$ cat config.mk
export PLATFORM = sky130hd
export DESIGN_NAME = stream_max_pool
export DESIGN_NICKNAME = d
export VERILOG_FILES = /design/src/rtl/pool_pkg.sv /design/src/rtl/pool_reduce_step.sv /design/src/rtl/stream_max_pool.sv
export SDC_FILE = /design/constraint.sdc
export NUM_CORES = 1
export LEC_CHECK = 0
export ABC_AREA = 1
export CORE_MARGIN = 5
export CORE_UTILIZATION = 41
export CTS_CLUSTER_SIZE = 10
export DETAILED_ROUTE_END_ITERATION = 8
export PLACE_DENSITY = 0.57
export SLEW_MARGIN = 20
export SYNTH_ARGS = -nofsm -noshare
export SYNTH_HDL_FRONTEND = slang
export SYNTH_HIERARCHICAL = 1
export SYNTH_SLANG_ARGS = --single-unit
$ cat constraint.sdc
create_clock -name clk -period 5 [get_ports clk]
set_input_delay 1 -clock clk [delete_from_list [all_inputs] [get_ports clk]]
set_output_delay 1 -clock clk [all_outputs]
set_load 0.1 [all_outputs]
$ cat src/rtl/pool_pkg.sv
// Shared types and elaboration helpers for the streaming pooling engine.
package pool_pkg;

  typedef enum logic {
    POOL_MAX = 1'b0,
    POOL_AVG = 1'b1
  } pool_mode_e;

  // Accumulator must hold the full sum of WIN*WIN samples without overflow.
  function automatic int unsigned acc_width(input int unsigned data_w, input int unsigned win);
    return data_w + 2 * $clog2(win);
  endfunction

  function automatic bit win_is_legal(input int unsigned win);
    return (win == 2) || (win == 4) || (win == 8);
  endfunction

endpackage

$ cat src/rtl/pool_reduce_step.sv
// Single-step window reducer: loads on the first sample, otherwise folds the
// sample into the accumulator by signed max or by addition.
module pool_reduce_step
  import pool_pkg::*;
#(
  parameter int unsigned DATA_W = 32,
  parameter int unsigned ACC_W  = 36
) (
  input  logic signed [ACC_W-1:0]  acc_i,
  input  logic signed [DATA_W-1:0] sample_i,
  input  pool_mode_e               mode_i,
  input  logic                     first_i,
  output logic signed [ACC_W-1:0]  acc_o
);

  logic signed [ACC_W-1:0] sample_ext;

  assign sample_ext = {{(ACC_W - DATA_W){sample_i[DATA_W-1]}}, sample_i};

  always_comb begin
    acc_o = sample_ext;
    if (!first_i) begin
      case (mode_i)
        POOL_MAX: acc_o = (sample_ext > acc_i) ? sample_ext : acc_i;
        POOL_AVG: acc_o = acc_i + sample_ext;
        default:  acc_o = sample_ext;
      endcase
    end
  end

endmodule

$ cat src/rtl/stream_max_pool.sv
// Streaming WIN x WIN pooling engine (max or floor-average per window) with a
// single-entry output register and valid/ready handshakes on both sides.
module stream_max_pool
  import pool_pkg::*;
#(
  parameter int unsigned WIN    = 4,
  parameter int unsigned DATA_W = 32
) (
  input  logic                     clk,
  input  logic                     rst_n,
  input  logic                     in_valid,
  output logic                     in_ready,
  input  logic signed [DATA_W-1:0] in_data,
  input  logic                     mode,
  output logic                     out_valid,
  input  logic                     out_ready,
  output logic signed [DATA_W-1:0] out_data,
  output logic                     win_busy
);

  localparam int unsigned WIN_SQ    = WIN * WIN;
  localparam int unsigned CNT_W     = $clog2(WIN_SQ);
  localparam int unsigned ACC_W     = acc_width(DATA_W, WIN);
  localparam int unsigned SHIFT     = 2 * $clog2(WIN);
  localparam bit          WIN_LEGAL = win_is_legal(WIN);

  if (!WIN_LEGAL) begin : g_bad_win
    $error("stream_max_pool: WIN must be 2, 4 or 8");
  end

  logic [CNT_W-1:0]         count_q, count_d;
  logic signed [ACC_W-1:0]  acc_q, acc_d;
  pool_mode_e               mode_q, mode_d;
  logic                     out_valid_q, out_valid_d;
  logic signed [DATA_W-1:0] out_data_q, out_data_d;

  logic                     first_sample;
  logic                     last_sample;
  logic                     in_xfer;
  pool_mode_e               step_mode;
  logic signed [ACC_W-1:0]  step_acc;
  logic signed [ACC_W-1:0]  avg_full;
  logic signed [DATA_W-1:0] result;

  assign first_sample = (count_q == '0);
  assign last_sample  = (count_q == CNT_W'(WIN_SQ - 1));
  assign in_ready     = !out_valid_q || out_ready;
  assign in_xfer      = in_valid && in_ready;
  assign step_mode    = first_sample ? pool_mode_e'(mode) : mode_q;

  pool_reduce_step #(
    .DATA_W (DATA_W),
    .ACC_W  (ACC_W)
  ) u_step (
    .acc_i    (acc_q),
    .sample_i (in_data),
    .mode_i   (step_mode),
    .first_i  (first_sample),
    .acc_o    (step_acc)
  );

  // Arithmetic shift of the exact sum gives the floor-toward-minus-infinity mean.
  always_comb begin
    avg_full = step_acc >>> SHIFT;
    result   = (step_mode == POOL_AVG) ? avg_full[DATA_W-1:0] : step_acc[DATA_W-1:0];
  end

  always_comb begin
    count_d     = count_q;
    acc_d       = acc_q;
    mode_d      = mode_q;
    out_valid_d = out_valid_q;
    out_data_d  = out_data_q;

    if (out_valid_q && out_ready) begin
      out_valid_d = 1'b0;
    end

    // A result load on the same edge as a drain wins, so there is no bubble.
    if (in_xfer) begin
      acc_d   = step_acc;
      count_d = last_sample ? '0 : count_q + CNT_W'(1);
      if (first_sample) begin
        mode_d = pool_mode_e'(mode);
      end
      if (last_sample) begin
        out_valid_d = 1'b1;
        out_data_d  = result;
      end
    end
  end

  always_ff @(posedge clk or negedge rst_n) begin
    if (!rst_n) begin
      count_q     <= '0;
      acc_q       <= '0;
      mode_q      <= POOL_MAX;
      out_valid_q <= 1'b0;
      out_data_q  <= '0;
    end else begin
      count_q     <= count_d;
      acc_q       <= acc_d;
      mode_q      <= mode_d;
      out_valid_q <= out_valid_d;
      out_data_q  <= out_data_d;
    end
  end

  assign out_valid = out_valid_q;
  assign out_data  = out_data_q;
  assign win_busy  = (count_q != '0);

endmodule

==> out/metrics.yaml <==
status:
  status: "completed"
hold_path:
  hp-class: "reg2reg"
finish:
  drive_gt1_share_pct: 3.535
  final_cell_mix: "nand2_1 (399), inv_1 (199), nand3_1 (182)"
  fillers: 2110
  mostFrequentLayoutCell: "nand2_1"
  n_antenna_cell: 0
  fin_nets: 1492
  area_growth_pct: 14.10
yosys:
  synth_area_leaders: "dfrtp_1 (23%), nand2_1 (19%), ha_1 (11%)"
  async_flop_share_pct: 100.0
  synth_area_um2: 8113
  postSynthAreaPerCell_um2: 6.041
  yosysSeqAreaShare_pct: 22.83
  syn_inst: 1343
  synth_nets: 1454
  yosysTopAreaCell: "dfrtp_1"
  yosys.area_share.simple_pct: 40.07
  ys_ff_latch: 74
  synth-edff-count: 0
  synth_compound_area_share_pct: 11.47
  synth_ff_type: "dfrtp_1"
  ys_warn_count: 6
  synth_top_family_by_area: "simple AND/OR/NAND/NOR gates"
  synth_xor_xnor_area_share_pct: 1.295
  synth_top_area_share_pct: 22.83
  synthMuxAreaShare_pct: 0
  synthAdderAreaFrac_pct: 11.51
  synthDistinctLibCells: 38
cts:
  cts_resized: 0
  hold_buffers: 0
  post-cts-setup-buffers: 0
  tritoncts: "done"
  cts.sink_count: 74
  cts_max_path_buffers: 2
  cts_made_buffers: 9
  clock_latency_ps: 350
  cts_root_buf: "clkbuf_16"
  clk_pin_slew_ps: 70
  htree_num_levels: 3
detailed_routing:
  drtAntennaViolNets: 0
  drtIter0Drc: 608
  drc: 0
  first_pass_iters: 5
  wl_um: 27400
  num_vias: 8645
  routedWlPerCell_um: 16.60
  viasPerCell: 5.236
die:
  die_area_um2: 22700
  ios: 72
  die-width_um: 150.7
  start_util_pct: 41.68
  rows: 51
  core-area_um2: 19460
  die_y_um: 150.7
global_routing:
  grt_max_degree: 78
  grt_pass1_wl_um: 44570
  antenna_found_initial: 1
  grt_use_total_pct: 24.77
  grt_pass1_vias: 8370
  overflow: 0
run:
  maxCapViolCount: 0
sta:
  hold_viol: 0
  setup_violations: 0
  clock.fmax_mhz: 232.3
  rsz0062_at_grt: "false"
  tightest_slew_ps: 996.0
  min_period_ps: 4305
  slew_viol_final: 0
  clock_skew_ps: 10.52
  relSlewSlack_pct: 33.39
  fin_setup_tns_ps: 0
  finalCritPeriodShare_pct: 86.09
critical_path:
  cp.arrival_ps: 4550
  critical_path_class: "in2reg"
  cp_max_fo: 3
  critPathRequiredTime_ps: 5240
  endpoint_kind: "flop"
  startpoint_type: "input port"
placement:
  gp_congestion: 0.9303
  io_buffers: 71
  dp.final_hpwl_um: 20480
[cell usage after synthesis, types with 2 or more instances]
| cell | instances |
|---|---|
| nand3_2 | 2 |
| a21oi_1 | 70 |
| nand4_1 | 36 |
| nand2_2 | 6 |
| dfrtp_1 | 74 |
| nand3_4 | 2 |
| a21boi_0 | 3 |
| clkbuf_1 | 19 |
| nand2_1 | 400 |
| nor2_4 | 2 |
| xor2_1 | 7 |
| inv_1 | 199 |
| or2_2 | 3 |
| buf_8 | 2 |
| o21bai_1 | 3 |
| nand3_1 | 182 |
| nor2_1 | 99 |
| buf_2 | 28 |
| nand3b_1 | 4 |
| nor2_2 | 4 |
| a21o_1 | 4 |
| o21ai_0 | 88 |
| buf_4 | 4 |
| o211ai_1 | 2 |
| nor3_1 | 8 |
| o21ai_1 | 4 |
| ha_1 | 73 |
| xnor2_1 | 5 |
[path summary, 6_finish.rpt]
check                            start      endpoint  slack, ps  depth (start not counted)
min                        out_data[5]   out_data[5]        480                          2
min reg2reg                out_data[5]   out_data[5]        480                          2
max in group asynchronous        rst_n      acc_q[7]       3830                          1
max                         in_data[0]  out_data[28]        700                         20
min in group asynchronous        rst_n  out_data[25]        680                          1
max reg2reg                   acc_q[0]  out_data[28]       1430                         19
[layout make-up]
cell class | instances | area [um2] | area share [%]
clock inverter | 6 | 72.57 | 0.7840
inverter | 201 | 754.5 | 8.151
sequential | 74 | 1852 | 20.01
timing repair buffer | 82 | 794.5 | 8.583
tap | 265 | 331.6 | 3.582
clock buffer | 10 | 229.0 | 2.474
multi-input combinational | 1013 | 5223 | 56.42
[routing by layer]
metal	part of all wire [%]	vias to the layer above	global-route usage (%)
met1	50	4031	36.21
met4	1.3	2	6.074
met3	5.0	27	3.522
li1	-	4372	-
met5	0.026	-	0
met2	44	213	38.53
[cell families after synthesis]
group	count (synthesis)
and+or+nand+nor	749
buffers and inverters	256
AOI/OAI and AO/OA	178
adders and majority gates	74
DFF	74
xor gates and xnor gates	12
[metrics by stage]
step	std cells	worst slack, ps	utilization, %	hold slack [ps]	cell area (um2)
6_report	1651	695.3	47.56	479.8	9256
5_1_grt	1651	436.6	47.56	498.2	9256
4_1_cts	1651	760.5	47.53	484.6	9250
3_5_place_dp	1635	416.5	45.98	465.2	8949
3_3_place_gp	1635	399.0	45.98	464.0	8949
2_1_floorplan	1343	1839	-	474.6	8113
[worst max-delay path: stages]
cell             delay [ps]
clkdlybuf4s50_1         520
ha_1                    240
inv_1                   110
fa_1                    430
inv_1                   120
nand2_1                  90
nand3_1                  70
o21ai_0                 170
o21ai_0                 470
nand2_1                 100
nand2_1                 170
nand4_1                 210
nand3_1                 140
nand3_1                 100
nand3_1                 110
nand2_1                  50
inv_1                   160
nand3_1                 100
nand3_1                 130
nand2_1                  60
[registers in the layout, summed over array words and instances (netlist names)]
register and cells:
acc_q 36, count_q 4, mode_q 1, out_data 32
out_valid 1
Power is not shown: default switching activity piles up to over one toggle a cycle in this logic, so the estimate is an artifact.
